--- src/rtl/intra_layer_sched_pkg.sv ---
// Shared state encoding and block-type codes for the intra-layer block scheduler.
package intra_layer_sched_pkg;

    typedef enum logic [1:0] {
        S_F    = 2'd0,
        S_FB   = 2'd1,
        S_B    = 2'd2,
        S_DONE = 2'd3
    } sched_state_e;

    localparam logic [1:0] TYPE_FWD  = 2'b01;
    localparam logic [1:0] TYPE_MIX  = 2'b11;
    localparam logic [1:0] TYPE_BWD  = 2'b10;
    localparam logic [1:0] TYPE_IDLE = 2'b00;

    function automatic sched_state_e next_step(input sched_state_e cur);
        sched_state_e nxt;
        case (cur)
            S_F:     nxt = S_FB;
            S_FB:    nxt = S_B;
            S_B:     nxt = S_DONE;
            default: nxt = S_F;
        endcase
        return nxt;
    endfunction

endpackage

--- src/rtl/intra_layer_block_scheduler_split.sv ---
// Splits a pass of length L at breakpoint P into a clamped head and the remaining tail.
module block_segment_split
    import intra_layer_sched_pkg::*;
#(
    parameter int DATA_W = 32
) (
    input  logic [DATA_W-1:0] len_i,
    input  logic [DATA_W-1:0] bp_i,
    output logic [DATA_W-1:0] head_len_o,
    output logic [DATA_W-1:0] tail_start_o,
    output logic [DATA_W-1:0] tail_len_o
);

    logic [DATA_W-1:0] head;

    // Clamping keeps the tail subtraction from ever wrapping.
    assign head         = (bp_i < len_i) ? bp_i : len_i;
    assign head_len_o   = head;
    assign tail_start_o = head;
    assign tail_len_o   = len_i - head;

endmodule

--- src/rtl/intra_layer_block_scheduler.sv ---
// Steps one layer through forward / overlap / backward / done, one step per finish event.
// Optional macro INTRA_LAYER_SCHED_LAYER_CNT_EN adds a 16-bit completed-layer counter.
//
// state  | meaning
// S_F    | forward head only on block0
// S_FB   | forward tail on block0 overlapped with backward head on block1
// S_B    | backward tail only on block1
// S_DONE | layer finished, both lanes idle
module intra_layer_block_scheduler
    import intra_layer_sched_pkg::*;
#(
    parameter int DATA_W = 32
) (
    input  logic              clk_i,
    input  logic              rst_i,
    input  logic              block_finish_valid_i,
    input  logic [DATA_W-1:0] forward_length_i,
    input  logic [DATA_W-1:0] backward_length_i,
    input  logic [DATA_W-1:0] forward_breakpoint_i,
    input  logic [DATA_W-1:0] backward_breakpoint_i,
    output logic [DATA_W-1:0] block0_start_o,
    output logic [DATA_W-1:0] block0_length_o,
    output logic [DATA_W-1:0] block1_start_o,
    output logic [DATA_W-1:0] block1_length_o,
`ifdef INTRA_LAYER_SCHED_LAYER_CNT_EN
    output logic [15:0]       layer_count_o,
`endif
    output logic [1:0]        block_type_o
);

    sched_state_e      state_q, state_d;
    logic              finish_q, finish_d;
    logic              evt;
    logic              load_cfg;
    logic [DATA_W-1:0] c_f_q, c_f_d;
    logic [DATA_W-1:0] c_b_q, c_b_d;
    logic [DATA_W-1:0] c_fb_q, c_fb_d;
    logic [DATA_W-1:0] c_bb_q, c_bb_d;

    logic [DATA_W-1:0] fwd_head, fwd_tail_start, fwd_tail_len;
    logic [DATA_W-1:0] bwd_head, bwd_tail_start, bwd_tail_len;

    assign evt = block_finish_valid_i & ~finish_q;

    always_comb begin
        load_cfg = rst_i | ((state_q == S_DONE) & evt);
        c_f_d    = load_cfg ? forward_length_i      : c_f_q;
        c_b_d    = load_cfg ? backward_length_i     : c_b_q;
        c_fb_d   = load_cfg ? forward_breakpoint_i  : c_fb_q;
        c_bb_d   = load_cfg ? backward_breakpoint_i : c_bb_q;
        state_d  = evt ? next_step(state_q) : state_q;
        finish_d = block_finish_valid_i;
    end

    always_ff @(posedge clk_i) begin
        if (rst_i) begin
            state_q <= S_F;
        end else begin
            state_q <= state_d;
        end
    end

    // finish_q tracks valid even in reset (0 whenever valid is idle), so a valid
    // still held high across reset release is not mistaken for a fresh edge.
    always_ff @(posedge clk_i) begin
        finish_q <= finish_d;
    end

    always_ff @(posedge clk_i) begin
        c_f_q  <= c_f_d;
        c_b_q  <= c_b_d;
        c_fb_q <= c_fb_d;
        c_bb_q <= c_bb_d;
    end

    block_segment_split #(.DATA_W(DATA_W)) u_fwd_split (
        .len_i        (c_f_q),
        .bp_i         (c_fb_q),
        .head_len_o   (fwd_head),
        .tail_start_o (fwd_tail_start),
        .tail_len_o   (fwd_tail_len)
    );

    block_segment_split #(.DATA_W(DATA_W)) u_bwd_split (
        .len_i        (c_b_q),
        .bp_i         (c_bb_q),
        .head_len_o   (bwd_head),
        .tail_start_o (bwd_tail_start),
        .tail_len_o   (bwd_tail_len)
    );

    always_comb begin
        block_type_o    = TYPE_IDLE;
        block0_start_o  = '0;
        block0_length_o = '0;
        block1_start_o  = '0;
        block1_length_o = '0;
        case (state_q)
            S_F: begin
                block_type_o    = TYPE_FWD;
                block0_length_o = fwd_head;
            end
            S_FB: begin
                block_type_o    = TYPE_MIX;
                block0_start_o  = fwd_tail_start;
                block0_length_o = fwd_tail_len;
                block1_length_o = bwd_head;
            end
            S_B: begin
                block_type_o    = TYPE_BWD;
                block1_start_o  = bwd_tail_start;
                block1_length_o = bwd_tail_len;
            end
            default: begin
                block_type_o = TYPE_IDLE;
            end
        endcase
    end

`ifdef INTRA_LAYER_SCHED_LAYER_CNT_EN
    logic [15:0] layer_cnt_q, layer_cnt_d;

    always_comb begin
        layer_cnt_d = layer_cnt_q;
        if ((state_q == S_B) && evt) begin
            layer_cnt_d = layer_cnt_q + 16'd1;
        end
    end

    always_ff @(posedge clk_i) begin
        if (rst_i) begin
            layer_cnt_q <= '0;
        end else begin
            layer_cnt_q <= layer_cnt_d;
        end
    end

    assign layer_count_o = layer_cnt_q;
`endif

endmodule

--- config.mk ---
export PLATFORM = sky130hd
export DESIGN_NAME = intra_layer_block_scheduler
export DESIGN_NICKNAME = d
export VERILOG_FILES = /design/src/rtl/intra_layer_sched_pkg.sv /design/src/rtl/intra_layer_block_scheduler_split.sv /design/src/rtl/intra_layer_block_scheduler.sv
export SDC_FILE = /design/constraint.sdc
export NUM_CORES = 1
export LEC_CHECK = 0
export CAP_MARGIN = 0
export CORE_MARGIN = 10
export CORE_UTILIZATION = 30
export CTS_BUF_LIST = sky130_fd_sc_hd__clkbuf_8
export CTS_CLUSTER_DIAMETER = 150
export DETAILED_ROUTE_END_ITERATION = 6
export GPL_TIMING_DRIVEN = 0
export PLACE_DENSITY = 0.51
export REMOVE_ABC_BUFFERS = 1
export SYNTH_ARGS = -nofsm -noshare
export SYNTH_HDL_FRONTEND = slang
export SYNTH_SLANG_ARGS = --single-unit
--- constraint.sdc ---
create_clock -name clk_i -period 8.4 [get_ports clk_i]
set_clock_uncertainty 0.05 [all_clocks]
set_input_delay 1.26 -clock clk_i [delete_from_list [all_inputs] [get_ports clk_i]]
set_output_delay 1.26 -clock clk_i [all_outputs]
set_load 0.05 [all_outputs]
## Word-level counts from Yosys, hierarchy flattened

Cells that the tools add are included.

| word-level totals | value |
|---|---|
| flip-flop bits (word level) | 131 |
| output and inout port bits | 130 |
| logic and storage cells | 26 |
| bits of input ports | 131 |

| operators by class | value |
|---|---|
| add/subtract/negate cells | 2 |
| mux-type cells | 8 |
| magnitude comparators | 2 |
| bitwise logic cells | 4 |
| equal/unequal tests | 3 |
| reductions and logical operators | 1 |

Operators by type and width:

| operator | number |
|---|---|
| $mux 32 | 4 |
| $pmux 32 s2 | 2 |
| $lt 32x32->1 | 2 |
| $sub 32x32->32 | 2 |
| $pmux 2 s3 | 2 |
| $eq 2x2->1 const B | 2 |
| $and 1x1->1 | 2 |
| $eq 2x1->1 const B | 1 |
| $logic_not 2->1 | 1 |
| $not 1->1 | 1 |
| $or 1x1->1 | 1 |

## Depth between registers and ports, before layout

Gate-level depths: netlist of the first run.

| depth | value |
|---|---|
| word-level depth | 4 |
| gate-level depth with buffers | 25 |
| gate-level depth less buffers | 24 |

## By module

From an unflattened synthesis of the first run, not the netlist that was laid out.

| second synthesis, totals | value |
|---|---|
| cell total of the unflattened synthesis | 1,376 |
| area total of the unflattened synthesis | 12,037.8 um^2 |

By module, submodules not included:

| module | cells each | area an instance (um^2) | sequential area each (um^2) | instances |
|---|---|---|---|---|
| intra_layer_block_scheduler | 334 | 5,312.6 | 3,903.7 | 1 |
| block_segment_split (u_fwd_split) | 529 | 3,389.5 | 0.0 | 1 |
| block_segment_split (u_bwd_split) | 513 | 3,335.7 | 0.0 | 1 |

## Worst setup path after synthesis of the first run

No wires, ideal clock.

| timing path | value |
|---|---|
| path kind | reg2out |
| start point | reg c_b_q[12] |
| end point | out block1_length_o[30] |
| path slack | 1.497 ns |
| stages on the path, launching flop included | 24 |
| arrival | 5.593 ns |
| data required time | 7.090 ns |
| cells stage by stage | edfxtp_1 > inv_1 > ha_1 > a21o_1 > a21o_1 > a21o_1 > a221o_1 > a221oi_2 > o21ai_1 > a41oi_4 > mux2_2 > ha_1 > inv_1 > fa_1 > a21o_1 > a21oi_2 > o21a_2 > nor3_1 > or3_4 > a311o_1 > a311oi_4 > o311ai_1 > xnor2_1 > o22ai_1 |

| between the ends | value |
|---|---|
| longest elaborated chain between the ends | 4 |

Ends and longest elaborated chain:

| item | RTL line | RTL |
|---|---|---|
| start: declaration | intra_layer_block_scheduler.sv:36 | `logic [DATA_W-1:0] c_b_q, c_b_d;` |
| start signal: assignment | intra_layer_block_scheduler.sv:71 | `c_b_q <= c_b_d;` |
| $lt 32x32->1 | intra_layer_block_scheduler_split.sv:17 | `assign head = (bp_i < len_i) ? bp_i : len_i;` |
| $mux 32 | intra_layer_block_scheduler_split.sv:17 |  |
| $sub 32x32->32 | intra_layer_block_scheduler_split.sv:20 | `assign tail_len_o = len_i - head;` |
| $pmux 32 s2 * | intra_layer_block_scheduler.sv:98 | `case (state_q)` |
| end: declaration | intra_layer_block_scheduler.sv:24 | `output logic [DATA_W-1:0] block1_length_o,` |

Mark *: on every way between the ends. The rest lies on a longest branch, timed or not.

## Final worst setup path of the first run

| timing path | value |
|---|---|
| start point | reg c_b_q[17] |
| end point | out block1_length_o[30] |

The elaborated chain is that of the path after synthesis.

==> flow_metrics.env, run 1 <==
export IMPL_dp_slack_ns=-0.1908
export IMPL_place_area_um2=13380
export IMPL_hold_buffers=0
export IMPL_outcome="finished, final reports clean"
export IMPL_antenna_found_initial=7
export IMPL_io_pins=261
export IMPL_clkTransAtPathRegs_ns=0.08
export IMPL_multi_input_area_um2=5807
export IMPL_cp_startpoint="c_b_q[17]$_DFFE_PP_"
export IMPL_slew_limit_headroom_pct=17.54
export IMPL_tns_ns=0
export IMPL_synth_distinct_cells=59
export IMPL_ff2ff_path_depth=4
export IMPL_final_common_cell="clkdlybuf4s50_1"
export IMPL_p_int_w=0.001474
export IMPL_fmax_ghz=0.1257
export IMPL_crit_path_frequent_cell="a21o_1"
export IMPL_avgSynthCellArea_um2=10.06
export IMPL_vias=8524
export IMPL_cts_buffers_inserted=17
export IMPL_powerDensity_nw_per_um2=172.5
export IMPL_core_area_um2=33450
export IMPL_ys_flop_type="edfxtp_1"
export IMPL_layout_drive_gt1_share_pct=4.762
export IMPL_combPwrFrac_pct=43.8
export IMPL_first_pass_iters=5
export IMPL_ys_async_sr_fraction_pct=0
export IMPL_clock_sinks=131
export IMPL_start_util_pct=30.33
export IMPL_viasPerCell=4.921
export IMPL_yosysSeqAreaShare_pct=38.48
export IMPL_portBuffers=260
export IMPL_hold_viol=0
export IMPL_syn_to_final_growth_pct=36.18
export IMPL_die_height_um=203.9
export IMPL_critical_path_max_stage_delay_ns=0.44
export IMPL_netlist_area_um2=10150
export IMPL_power_switching_w=0.0009103
export IMPL_slowest_stage="or3_4"
export IMPL_worst_path_max_fanout=15
export IMPL_worstMarginPinSlew_ns=1.236
export IMPL_power_leakage_nw=6.049
export IMPL_fill_cells=3269
export IMPL_fin_crit_ns=7.956
export IMPL_grt_pass1_wl_um=50630
export IMPL_max_cap_violations=0
export IMPL_yosysWarnings=0
export IMPL_fin_crit_sh_pct=94.72
export IMPL_cp_start_kind="register"
export IMPL_cts_root_buf="clkbuf_8"
export IMPL_ir_drop_uv=102.6
export IMPL_fin_ws_ns=0.4437
export IMPL_most_common_layout_cells="241 x clkdlybuf4s50_1, 130 x ha_1, 128 x edfxtp_1"
export IMPL_dieArea_um2=41580
export IMPL_fp_dieW_um=203.9
export IMPL_setup_viol=0
export IMPL_fin_area_um2=13820
export IMPL_grt_pass1_vias=9052
export IMPL_htreeDepth=4
export IMPL_finalNetCount=1532
export IMPL_r2r_start="finish_q$_DFF_P_"
export IMPL_grt_max_degree=63
export IMPL_crit_required_ns=7.09
export IMPL_worstSetupEndpointType="output pin"
export IMPL_synth_edf_count=128
export IMPL_ant_nets=0
export IMPL_drv_slew=0
export IMPL_post_drt_wl_per_cell_um=19.04
export IMPL_syn_instance_count=1009
export IMPL_finalWirelength_um=32970
export IMPL_gr_total_overflow=0
export IMPL_cts_tree="yes"
export IMPL_cts_max_path_buffers=2
export IMPL_initialDrtViolationCount=450
export IMPL_pwr_share_seq_pct=33.0
export IMPL_cp_endpoint="block1_length_o[30]"
export IMPL_swShare_pct=38.19
export IMPL_gp_congestion=0.8569
export IMPL_clk_latency_ns=0.46
export IMPL_clockPowerShare_pct=23.3
export IMPL_synth_seq_cells=131
export IMPL_dp_hpwl_um=26120
export IMPL_ff_latch_area_um2=3904
export IMPL_rows=67
export IMPL_r2r_setup_slack_ns=6.28
export IMPL_arrival_ns=6.65
export IMPL_r2r_end="c_bb_q[21]$_DFFE_PP_"
export IMPL_crit_type="reg2out"
export IMPL_hp_class="reg2reg"
export IMPL_drcViolationCount=0
export IMPL_rsz0062_at_grt="no"
export IMPL_p_total_w=0.002384
export IMPL_track_usage_pct=15.63
[cells in the mapped netlist, types with 21 or more instances]
cell / number / area share (%)
xnor2_1: 33 / 2.8
mux2i_1: 63 / 6.2
nand2_1: 36 / 1.3
a21oi_1: 58 / 2.9
o21ai_0: 38 / 1.9
clkbuf_1: 25 / 0.92
xor2_1: 26 / 2.2
o22ai_1: 56 / 3.5
nor2_1: 90 / 3.3
edfxtp_1: 128 / 38
inv_1: 88 / 3.3
and2_1: 21 / 1.3
ha_1: 130 / 16
a21o_1: 58 / 4.3
[routing by layer]
layer,global-route usage (%),vias up,share of wire [%]
met5,0,-,0.17
met4,3.517,8,1.1
met3,6.213,28,7.7
met2,26.43,208,47
met1,18.22,4011,44
li1,-,4269,-
[metrics by stage]
stage,hold WS [ns],instances,utilization (%)
after CTS,0.5059,1729,41.19
after detailed placement,0.4919,1695,40.00
after global placement,0.4731,1686,39.37
final,0.5080,1732,41.31
after global routing,0.5499,1729,41.29
after floorplan,0.4519,978,-
[timing repair]
action / in CTS / in global routing
setup buffers: 3 / 0
endpoints found under the setup margin: 17 / 22
gates resized for setup: 8 / 26
pin swaps: 1 / 0
[registers in the layout, summed over array words and instances (netlist names)]
signal and flops:
c_b_q 32, c_bb_q 32, c_f_q 32, c_fb_q 32, finish_q 1, state_q 2
[cells by family (layout without fill, tap and decap cells)]
| kind of cell | count (synthesis) | in the layout | share of synthesized area [%] |
|---|---|---|---|
| AOI/OAI and AO/OA | 285 | 285 | 18.84 |
| and+or+nand+nor | 219 | 219 | 10.21 |
| adders and majority gates | 132 | 132 | 16.43 |
| DFF | 131 | 131 | 38.48 |
| buffers and inverters | 119 | 391 | 4.624 |
| muxes | 64 | 64 | 6.326 |
| xor gates and xnor gates | 59 | 59 | 5.093 |
| other | 0 | 3 | 0 |
[worst min-delay path by stage]
stage | startpoint | to | slack, ns | cells past startpoint
final | state_q[0]$_SDFFE_PP0P_ | state_q[0]$_SDFFE_PP0P_ | 0.51 | 2
after floorplan | state_q[0]$_SDFFE_PP0P_ | state_q[0]$_SDFFE_PP0P_ | 0.45 | 2
after detailed placement | state_q[0]$_SDFFE_PP0P_ | state_q[0]$_SDFFE_PP0P_ | 0.49 | 2
after global routing | state_q[0]$_SDFFE_PP0P_ | state_q[0]$_SDFFE_PP0P_ | 0.55 | 2
after CTS | state_q[0]$_SDFFE_PP0P_ | state_q[0]$_SDFFE_PP0P_ | 0.51 | 2
after global placement | state_q[0]$_SDFFE_PP0P_ | state_q[0]$_SDFFE_PP0P_ | 0.47 | 2
[power by group through the flow]
stage | combinational [W] | clock, W | sequential, W
6_report | 0.00104 | 0.000555 | 0.000786
3_3_place_gp | 0.00103 | 0 | 0.000806
5_1_grt | 0.00114 | 0.000609 | 0.000791
4_1_cts | 0.00105 | 0.000584 | 0.000786
3_5_place_dp | 0.00104 | 0 | 0.000800
2_1_floorplan | 0.000717 | 0 | 0.000795
[worst max-delay path: cells and delay by family, from the launching register on]
kind / cells / cell delay, ns
adders and majority gates: 3 / 0.84
xor gates and xnor gates: 1 / 0.16
and+or+nand+nor: 2 / 0.53
DFF: 1 / 0.39
buffers and inverters: 5 / 0.80
AOI/OAI and AO/OA: 14 / 3.21
muxes: 1 / 0.21
[layout make-up]
type                       count  area share (%)
antenna                        3         0.05433
clock buffer                  17           1.693
clock inverter                14           1.069
inverter                      88           2.409
multi-input combinational    759           42.03
sequential                   131           28.25
tap                          448           4.057
timing repair buffer         272           20.44
Power figures use the tool's default switching activity.
==> inputs of run 2 (changes only) <==
- clock period: 8.4 -> 9.2 ns (I/O delays scaled with it)
==> run 2 against run 1 <==
Net effect:
- total power fell by 8.6%
- cell count is the same
- combinational power shrank 8%
- setup slack better by 0.12 ns
- sequential share of layout area barely moved
- worst hold slack about the same
- die area did not move
- routed wire length up 0.18%
- first-iteration DRC count is 2.0% higher
==> flow_metrics.env, run 2 (synthesized netlist as in run 1, its figures left out) <==
export IMPL_outcome="finished, final reports clean"
export IMPL_viasPerCell=4.918
export IMPL_worstHoldStart="state_q[0]$_SDFFE_PP0P_"
export IMPL_finalWirelength_um=33030
export IMPL_arrival_ns=7.21
export IMPL_crit_buf_inv=5
export IMPL_place_area_um2=13380
export IMPL_gp_congestion=0.8569
export IMPL_post_drt_wl_per_cell_um=19.07
export IMPL_ant_nets=0
export IMPL_vias=8518
export IMPL_grt_max_degree=63
export IMPL_cts_root_buf="clkbuf_8"
export IMPL_placed_cells=1695
export IMPL_start_util_pct=30.33
export IMPL_rsz0062_at_grt="no"
export IMPL_worst_path_max_fanout=15
export IMPL_clockPowerShare_pct=23.3
export IMPL_layout_drive_gt1_share_pct=4.137
export IMPL_core_area_um2=33450
export IMPL_clk_latency_ns=0.46
export IMPL_tns_ns=0
export IMPL_rows=67
export IMPL_crit_required_ns=7.77
export IMPL_cts_buffers_inserted=17
export IMPL_combPwrFrac_pct=43.8
export IMPL_slowest_stage="clkdlybuf4s50_1"
export IMPL_dieArea_um2=41580
export IMPL_first_pass_iters=5
export IMPL_cts_max_path_buffers=2
export IMPL_hold_viol=0
export IMPL_io_pins=261
export IMPL_p_total_w=0.002178
export IMPL_cts_tree="yes"
export IMPL_drv_slew=0
export IMPL_slew_limit_headroom_pct=17.28
export IMPL_p_int_w=0.001347
export IMPL_clock_sinks=131
export IMPL_dp_hpwl_um=26120
export IMPL_track_usage_pct=15.63
export IMPL_fin_crit_sh_pct=93.89
export IMPL_grt_pass1_vias=9041
export IMPL_fp_dieW_um=203.9
export IMPL_hp_class="reg2reg"
export IMPL_syn_to_final_growth_pct=35.95
export IMPL_pwr_share_seq_pct=32.9
export IMPL_fin_crit_ns=8.638
export IMPL_powerDensity_nw_per_um2=157.9
export IMPL_grt_pass1_wl_um=50580
export IMPL_final_instance_count_excl_fill=1732
export IMPL_clkTransAtPathRegs_ns=0.08
export IMPL_critical_path_max_stage_delay_ns=0.91
export IMPL_gr_total_overflow=0
export IMPL_finalNetCount=1532
export IMPL_final_core_util_pct=41.24
export IMPL_initialDrtViolationCount=459
export IMPL_fmax_ghz=0.1158
export IMPL_ir_drop_uv=93.64
export IMPL_cp_start_kind="register"
export IMPL_htreeDepth=4
export IMPL_most_common_layout_cells="259 x clkdlybuf4s50_1, 130 x ha_1, 128 x edfxtp_1"
export IMPL_worstSetupEndpointType="output pin"
export IMPL_crit_path_frequent_cell="a21o_1"
export IMPL_power_leakage_nw=5.910
export IMPL_die_height_um=203.9
export IMPL_swShare_pct=38.18
export IMPL_crit_family="compound AO/OA/AOI/OAI gates"
export IMPL_power_switching_w=0.0008316
export IMPL_final_common_cell="clkdlybuf4s50_1"
export IMPL_max_cap_violations=0
export IMPL_setup_viol=0
export IMPL_worstMarginPinSlew_ns=1.239
export IMPL_antenna_found_initial=7
export IMPL_fin_area_um2=13790
export IMPL_portBuffers=260
export IMPL_drcViolationCount=0
export IMPL_r2r_start="finish_q$_DFF_P_"
export IMPL_crit_type="reg2out"
export IMPL_cp_startpoint="c_b_q[12]$_DFFE_PP_"
-- run 2: power by group through the flow --
| stage | registers [W] | logic [W] | clock network [W] |
|---|---|---|---|
| finish | 0.000717 | 0.000955 | 0.000507 |
| detailed placement | 0.000731 | 0.000950 | 0 |
| CTS | 0.000717 | 0.000957 | 0.000533 |
| global placement | 0.000735 | 0.000937 | 0 |
| global route | 0.000722 | 0.00104 | 0.000556 |
| floorplan | 0.000726 | 0.000654 | 0 |
-- run 2: area by class of cell --
class / count / area, µm²
Inverter: 88 / 332.8
Sequential cell: 131 / 3904
Fill cell: 3270 / 19660
Timing Repair Buffer: 272 / 2815
Tap cell: 448 / 560.5
Multi-Input combinational cell: 759 / 5792
Antenna cell: 3 / 7.507
Clock buffer: 17 / 234.0
Clock inverter: 14 / 147.6
-- run 2: per-stage QoR --
step | hold slack, ns | setup slack (ns)
final | 0.5079 | 0.5618
after global routing | 0.5499 | 0.1270
after CTS | 0.5059 | 0.3089
after detailed placement | 0.4919 | 0.4892
after global placement | 0.4731 | -2.908
after floorplan | 0.4519 | 0.1517
-- run 2: timing repair --
action	CTS	global route
setup buffers	1	2
setup endpoints to repair	1	2
resized for setup	0	1
hold buffers	0	0
pin swaps	0	1
hold endpoints to repair	0	0
-- run 2: routing by layer --
layer | GRT usage [%] | vias up | part of all wire, %
li1 | - | 4267 | -
met1 | 18.21 | 4001 | 44
met2 | 26.41 | 214 | 47
met3 | 6.213 | 28 | 7.7
met4 | 3.517 | 8 | 1.1
met5 | 0 | - | 0.17
-- run 2: final timing paths --
kind	to	slack, ns	cells after the start
hold reg to reg	state_q[0]$_SDFFE_PP0P_	0.51	2
setup reg to reg	c_bb_q[21]$_DFFE_PP_	7.07	4
setup / recovery	block1_length_o[30]	0.56	26
hold / removal	state_q[0]$_SDFFE_PP0P_	0.51	2
-- run 2: worst register-to-register path: stages, from the launching register on --
cell and delay, ns:
dfxtp_1 0.30, nor2b_1 0.30, a21o_4 0.48, buf_16 0.36, buf_12 0.29
